**config.mk**
```make
export PLATFORM = sky130hd
export DESIGN_NAME = upstream_port_sink
export DESIGN_NICKNAME = d
export VERILOG_FILES = /design/src/rtl/upstream_port_sink.sv
export SDC_FILE = /design/constraint.sdc
export NUM_CORES = 1
export LEC_CHECK = 0
export ABC_AREA = 1
export CAP_MARGIN = 20
export CORE_UTILIZATION = 30
export CTS_CLUSTER_DIAMETER = 120
export CTS_CLUSTER_SIZE = 28
export DETAILED_ROUTE_END_ITERATION = 8
export PLACE_DENSITY = 0.51
export SETUP_SLACK_MARGIN = 0.15
export SLEW_MARGIN = 20
export SYNTH_ARGS = -nofsm -noshare
export SYNTH_HDL_FRONTEND = slang
export SYNTH_SLANG_ARGS = --single-unit
```
**constraint.sdc**
```tcl
create_clock -name clk -period 2.57 [get_ports clk]
set_input_delay 0.3855 -clock clk [delete_from_list [all_inputs] [get_ports clk]]
set_output_delay 0.3855 -clock clk [all_outputs]
set_load 0.05 [all_outputs]
```
**src/rtl/upstream_port_sink.sv**
```systemverilog
// -----------------------------------------------------------------------------
// upstream_port_sink
//
// Consumer sitting at the far end of one switch output port. It waits for the
// switch to flag a pending packet, requests it with a one-cycle data_rd pulse,
// and captures the payload bytes that follow. Bytes are buffered in a FIFO
// together with the packet address and a last-byte tag. They are then replayed
// to local logic over a valid/ready byte stream. Packet and error statistics are
// kept alongside.
//
// Ports
//   clk        : clock, all logic on the rising edge
//   reset      : asynchronous, active-high reset; release must already be
//                synchronous to clk (it is synchronised upstream)
//   addr_out   : packet address from the switch, valid while valid_out=1
//   data_out   : payload byte from the switch
//   valid_out  : switch has a packet pending / current byte is valid
//   data_rd    : one-cycle read request to the switch
//   out_data   : FIFO head payload byte (0 when empty)
//   out_addr   : FIFO head packet address (0 when empty)
//   out_last   : FIFO head is the last byte of its packet (0 when empty)
//   out_valid  : FIFO non-empty
//   out_ready  : local consumer takes the head this cycle
//   pkt_count  : packets fully written into the FIFO, wraps
//   len_err    : sticky, a packet exceeded MAX_PKT bytes
//   empty_err  : one-cycle pulse, a zero-length packet was seen
// -----------------------------------------------------------------------------
module upstream_port_sink #(
    parameter int DEPTH   = 32,   // FIFO entries, power of two, >= MAX_PKT
    parameter int MAX_PKT = 16,   // max accepted payload bytes per packet
    parameter int CNT_W   = 16    // width of pkt_count
) (
    input  logic             clk,
    input  logic             reset,
    input  logic [7:0]       addr_out,
    input  logic [7:0]       data_out,
    input  logic             valid_out,
    output logic             data_rd,
    output logic [7:0]       out_data,
    output logic [7:0]       out_addr,
    output logic             out_last,
    output logic             out_valid,
    input  logic             out_ready,
    output logic [CNT_W-1:0] pkt_count,
    output logic             len_err,
    output logic             empty_err
);

    localparam int AW = $clog2(DEPTH);
    localparam int BW = $clog2(MAX_PKT + 1);

    typedef enum logic [1:0] {
        IDLE,
        REQ,
        RECV
    } state_t;

    typedef struct packed {
        logic       last;
        logic [7:0] addr;
        logic [7:0] data;
    } entry_t;

    state_t state;
    state_t state_nxt;

    // Packet capture context
    logic [7:0]    pkt_addr;
    logic [BW-1:0] byte_cnt;
    logic          byte_ok;
    logic          stage_valid;
    logic [7:0]    stage_data;

    // FIFO storage and pointers; the extra MSB is the wrap bit so that
    // wr_ptr - rd_ptr gives the occupancy directly, full included.
    entry_t        mem [DEPTH];
    logic [AW:0]   wr_ptr;
    logic [AW:0]   rd_ptr;
    logic [AW:0]   count;
    logic [AW:0]   free;
    logic          push;
    logic          pop;
    entry_t        push_entry;
    entry_t        head;

    assign count     = wr_ptr - rd_ptr;
    assign free      = (AW+1)'(DEPTH) - count;
    assign out_valid = (count != '0);
    assign pop       = out_valid & out_ready;
    assign byte_ok   = (byte_cnt < BW'(MAX_PKT));

    // Head outputs are forced to zero while empty so that the stale contents
    // of the unreset storage never show up on the port.
    assign head      = mem[rd_ptr[AW-1:0]];
    assign out_data  = out_valid ? head.data : 8'h00;
    assign out_addr  = out_valid ? head.addr : 8'h00;
    assign out_last  = out_valid ? head.last : 1'b0;

    // -------------------------------------------------------------------------
    // FSM state register
    // -------------------------------------------------------------------------
    // NOTE: sequential state is always updated with non-blocking assignments so
    // every flop samples the pre-edge values regardless of block ordering.
    always_ff @(posedge clk or posedge reset) begin
        if (reset) begin
            state <= IDLE;
        end else begin
            state <= state_nxt;
        end
    end

    // -------------------------------------------------------------------------
    // FSM next-state, read request and FIFO push decode
    // -------------------------------------------------------------------------
    // NOTE: every signal driven here gets a default first; a path that leaves
    // one unassigned would otherwise infer a latch.
    always_comb begin
        state_nxt  = state;
        data_rd    = 1'b0;
        push       = 1'b0;
        push_entry = '0;

        case (state)
            IDLE: begin
                // Only start a packet when a worst-case packet is sure to fit.
                if (valid_out && (free >= (AW+1)'(MAX_PKT))) begin
                    state_nxt = REQ;
                end
            end

            REQ: begin
                data_rd   = 1'b1;
                state_nxt = RECV;
            end

            RECV: begin
                if (valid_out) begin
                    // A new accepted byte retires the previously staged one,
                    // which therefore cannot be the last of the packet.
                    if (byte_ok && stage_valid) begin
                        push       = 1'b1;
                        push_entry = '{last: 1'b0, addr: pkt_addr, data: stage_data};
                    end
                end else begin
                    // End of packet: whatever is staged is the final byte.
                    if (stage_valid) begin
                        push       = 1'b1;
                        push_entry = '{last: 1'b1, addr: pkt_addr, data: stage_data};
                    end
                    state_nxt = IDLE;
                end
            end

            default: begin
                state_nxt = IDLE;
            end
        endcase
    end

    // -------------------------------------------------------------------------
    // Capture context, pointers and statistics
    // -------------------------------------------------------------------------
    always_ff @(posedge clk or posedge reset) begin
        if (reset) begin
            pkt_addr    <= 8'h00;
            byte_cnt    <= '0;
            stage_valid <= 1'b0;
            stage_data  <= 8'h00;
            wr_ptr      <= '0;
            rd_ptr      <= '0;
            pkt_count   <= '0;
            len_err     <= 1'b0;
            empty_err   <= 1'b0;
        end else begin
            empty_err <= 1'b0;

            if (state == REQ) begin
                pkt_addr    <= addr_out;
                byte_cnt    <= '0;
                stage_valid <= 1'b0;
            end

            if (state == RECV) begin
                if (valid_out) begin
                    if (byte_ok) begin
                        stage_data  <= data_out;
                        stage_valid <= 1'b1;
                        byte_cnt    <= byte_cnt + BW'(1);
                    end else begin
                        // Excess bytes are dropped; the counter saturates so
                        // arbitrarily long packets cannot wrap it.
                        len_err <= 1'b1;
                    end
                end else begin
                    stage_valid <= 1'b0;
                    if (stage_valid) begin
                        pkt_count <= pkt_count + CNT_W'(1);
                    end else begin
                        empty_err <= 1'b1;
                    end
                end
            end

            if (push) begin
                wr_ptr <= wr_ptr + (AW+1)'(1);
            end
            if (pop) begin
                rd_ptr <= rd_ptr + (AW+1)'(1);
            end
        end
    end

    // -------------------------------------------------------------------------
    // FIFO storage
    // -------------------------------------------------------------------------
    // NOTE: the storage array is deliberately not reset; the pointers define
    // which entries are meaningful, and resetting a RAM-style array would
    // prevent mapping it onto memory resources.
    always_ff @(posedge clk) begin
        if (push) begin
            mem[wr_ptr[AW-1:0]] <= push_entry;
        end
    end

endmodule

```
# Yosys cells after proc, flatten, opt, wreduce, memory -nomap -nowiden
# Memories as Yosys holds them, arrays and structs flattened.
# Cells that the tools add are included.
# word_totals
reg_bits,54
latchBits,0
ram_bits,544
rom_bits,0
inputBits,20
wordCells,62
mem_count,1
# op_classes
addsub,6
n_mul,0
n_div,0
n_lt_le_gt_ge,2
n_eq_ne,4
shifts,0
muxes,28
bitwise,3
reduce_logical,8
# memory_table
name,depth,word_bits,rd,rd_ports_with_merged_regs,write_ports,line_no,source
mem,32,17,1,0,1,76,entry_t mem [DEPTH];
# op_table
operator,count
2-to-1 mux 17 bit,3
2-to-1 mux 5 bit,4
adder 16 x 1 -> 16 bit (second input constant),1
2-to-1 mux 16 bit,1
2-to-1 mux 8 bit,2
2-to-1 mux 1 bit,15
adder 6 x 1 -> 6 bit (second input constant),2
AND reduction 3 bit,3
>= comparator 6 x 5 -> 1 bit (second input constant),1
case mux 2 bit (3 select lines),1
nonzero test 6 bit,1
subtractor 6 bit,1
subtractor 6 bit (first input constant),1
adder 5 x 1 -> 5 bit (second input constant),1
less-than comparator 5 bit (second input constant),1
2-to-1 mux 2 bit,2
inequality test 2 bit (second input constant),2
== test 2 x 1 -> 1 bit (second input constant),1
== test 2 bit (second input constant),1
logical AND 1 bit,2
logical NOT 2 bit,1
inverter 1 bit,2
AND reduction 2 bit,1
bitwise AND 1 bit,1

# Longest topological paths before layout
# depth
word_depth,7
depth_mapped,15
ltp_nobuf,13

# Worst setup path after synthesis
# OpenSTA, ideal clock, no wires.
# synth_timing
path_type,flip-flop to output port
from,register rd_ptr[2]
to,output out_addr[4]
t_arrival_ns,2.668
slack_ns,-0.484
stages_incl_launch_ff,13
path_buffers,2
path_cell_list,dfrtp_1 -> clkinv_1 -> clkbuf_1 -> ha_1 -> or2_1 -> nand3_1 -> nand2_1 -> nand2_1 -> nand2_1 -> nand2_2 -> buf_6 -> nand2_1 -> nor2_1
# synth_via
elab_chain_cells,3
# synth_rtl
element,line_no,source
"start, declared",78,logic [AW:0] rd_ptr;
"start signal, assigned",208,rd_ptr <= rd_ptr + (AW+1)'(1);
subtractor 6 bit,86,assign count = wr_ptr - rd_ptr;
nonzero test 6 bit,88,assign out_valid = (count != '0);
net out_valid,42,"output logic out_valid,"
2-to-1 mux 8 bit,96,assign out_addr = out_valid ? head.addr : 8'h00;
"end, declared",40,"output logic [7:0] out_addr,"
# The timed path passes the listed nets, and every way through them passes these cells.

# Worst setup path after layout
# layout_timing
from,register rd_ptr[0]
to,output out_addr[6]
# layout_via
elab_chain_cells,3
# layout_rtl
element,line_no
subtractor 6 bit,86
nonzero test 6 bit,88
2-to-1 mux 8 bit *,96
# Every way passes the cells marked *; elsewhere a longest branch is shown, timed or not.

==> flow_metrics.py <==
metrics = {
    "critical_path": {
        "worstPathRequired_ns": 2.18,
        "cp-end-kind": "output pin",
        "path_cells": "ha_4 > inv_2 > fa_1 > inv_1 > nand2_1 > a21oi_2 > nand3_2 > nor2_4 > nand2_8 > buf_12 > nand2_4 > nor2_4 > buf_12",
        "slowest_delay_ns": 0.52,
        "crit_slowest_cell": "dfrtp_4",
        "cp_max_fo": 8,
        "crit_path_start_kind": "register",
        "crit_family": "simple AND/OR/NAND/NOR gates",
        "critPathKind": "register to output pin",
        "worst-path-buf-inv": 4,
        "cp.arrival_ns": 2.91,
    },
    "synth": {
        "synthesis.nets": 2296,
        "synth_seq_cells": 598,
        "ys_seq_area_share_pct": 70.3,
        "synth_area_um2": 25100,
        "syn_inst": 2263,
        "synthArstFlopShare_pct": 9.03,
        "avgSynthCellArea_um2": 11.1,
        "ys.flop_type": "edfxtp_1",
        "yosys_warnings": 0,
        "synth_edf_count": 544,
        "ys_types": 33,
    },
    "pwr": {
        "ir_worst_vdd_mv": 0.955,
        "p_leak_nw": 11.1,
        "total_power_mw": 31.7,
        "power_density_nw_per_um2": 1070,
    },
    "global_routing": {
        "grt_use_total_pct": 15.9,
        "gr-total-overflow": 0,
        "first_global_vias": 16200,
        "antenna_found_initial": 1,
        "grt_pass1_wl_mm": 104,
        "grt_max_degree": 72,
    },
    "die": {
        "row_count": 105,
        "die-area_um2": 85000,
        "core-area_um2": 82500,
        "ios": 57,
        "die_x_um": 292,
        "die_y_um": 292,
        "start_util_pct": 30.5,
    },
    "sta": {
        "hold_violations": 0,
        "slew_viol_final": 0,
        "tns_ns": -12.48,
        "max_freq_mhz": 304,
        "finalClockSkew_ns": 0.0316,
        "period_minus_slack_ns": 3.29,
        "min_period_over_period_pct": 128,
        "worst_slack_ns": -0.721,
        "rsz0062_at_grt": "true",
        "worstMarginPinSlew_ns": 0.559,
        "maxSlewHeadroom_pct": 62.7,
        "finalSetupViolCount": 19,
    },
    "clock_network": {
        "clock-sinks": 598,
        "cts-htree-levels": 1,
        "clock_path_buffers": 3,
        "root_buffer": "clkbuf_16",
        "cts_tree": "done",
        "clk_pin_slew_ns": 0.12,
        "cts_buffers": 25,
        "clk_latency_ns": 0.61,
    },
    "run": {
        "cap_violations": 0,
    },
    "placement": {
        "port_buffers": 56,
        "gp_congestion": 0.806,
        "dp_slack_ns": -0.268,
        "dp_hpwl_mm": 38.7,
    },
    "route": {
        "firstDrtPassIters": 5,
        "first_iter_violations": 1444,
        "ant_nets": 0,
        "via_count": 16700,
        "post_drt_wl_per_cell_um": 20.0,
        "via_per_inst": 4.83,
        "routed_wl_mm": 68.9,
        "drc": 0,
    },
    "finish": {
        "regArea_um2": 17700,
        "drive_above_1_share_pct": 12.2,
        "final_common_cell": "nand2_1",
        "final_cell_mix": "nand2_1, edfxtp_1, nand3_1, inv_1",
        "area_growth_pct": 18.0,
        "fillers": 8033,
        "multi_input_area_um2": 6770,
        "nets": 2405,
    },
    "status": {
        "violations": "setup timing",
        "status": "complete, but fails checks",
    },
    "hold_path": {
        "hp-class": "input pin to asynchronous set/reset pin",
    },
}
final timing paths:
path | startpoint | end | slack, ns | cells past startpoint
max | rd_ptr[0] | out_addr[6] | -0.72 | 13
min reg2reg | wr_ptr[5] | wr_ptr[5] | 0.51 | 1
min | reset | pkt_addr[6] | 0.14 | 3
max in group asynchronous | reset | rd_ptr[0] | 2.15 | 3
max reg2reg | wr_ptr[0] | state[0] | -0.16 | 19
min in group clk | data_out[0] | stage_data[0] | 0.33 | 3
metal layers:
metal / wire [um] / global-route usage (%) / up-vias
li1: - / - / 7888
met3: 3340 / 1.73 / 59
met2: 31900 / 25.6 / 418
met1: 32300 / 23.3 / 8327
met5: 0 / 0 / -
met4: 1420 / 3.18 / 0
state kept, by name, summed over array words and instances, names as in the netlist:
register and cells:
byte_cnt 5, len_err 1, pkt_addr 8, stage_data 8
wr_ptr 6, state 2, stage_valid 1, pkt_count 16
empty_err 1, rd_ptr 6, mem 544
cells by family after synthesis:
kind of cell	count (synthesis)	share of synthesized area, %
AND/OR/NAND/NOR	1366	22.7
buffers and inverters	212	4.46
XOR/XNOR	22	0.766
adder cells (fa/ha/maj)	13	0.677
flip-flops	598	70.3
AO/OA/AOI/OAI	52	1.08
power breakdown:
part	internal, mW	switching (mW)	total, mW
logic	5.60	9.92	15.5
registers	11.1	0.241	11.4
clock network	1.83	2.94	4.77
synth_stat cells, types with 10 or more instances:
cell type / instances / share of area (%)
o21ai_0: 25 / 0.50
nand2_1: 858 / 13
ha_1: 12 / 0.60
xor2_1: 15 / 0.52
nor3_1: 10 / 0.20
clkbuf_1: 12 / 0.18
edfxtp_1: 544 / 65
nand3_1: 401 / 8.0
inv_1: 85 / 1.3
buf_6: 24 / 1.1
a21oi_1: 22 / 0.44
buf_2: 64 / 1.3
nor2_1: 82 / 1.2
dfrtp_1: 54 / 5.4
buf_4: 17 / 0.51
area by class of cell:
| type | count | share of cell area (%) |
|---|---|---|
| clock inverter | 1 | 0.0675 |
| sequential | 598 | 59.6 |
| antenna | 3 | 0.0253 |
| inverter | 93 | 1.24 |
| timing repair buffer | 201 | 9.50 |
| tap | 1070 | 4.51 |
| multi-input combinational | 1453 | 22.8 |
| clock buffer | 34 | 2.22 |
timing repair:
action                     4_1_cts  5_1_grt
gates resized for setup         26       31
hold buffers                     0        0
setup endpoints to repair       25       32
pin swaps                       10        8
gates cloned                     5        2
setup buffers                    8        4
through the flow:
step | cells | hold WS, ns | util [%] | cell area, um^2
CTS | 3444 | 0.127 | 35.7 | 29500
global placement | 3396 | 0.505 | 34.5 | 28500
finish | 3453 | 0.140 | 36.0 | 29700
detailed placement | 3396 | 0.491 | 34.5 | 28500
floorplan | 2263 | 0.459 | - | 25400
global route | 3450 | 0.162 | 36.0 | 29700
tightest hold or removal path, delay by kind of cell:
family	cells	cell delay [ns]
buffers and inverters	3	0.76
Note: power is estimated with default switching activity, not from simulation.
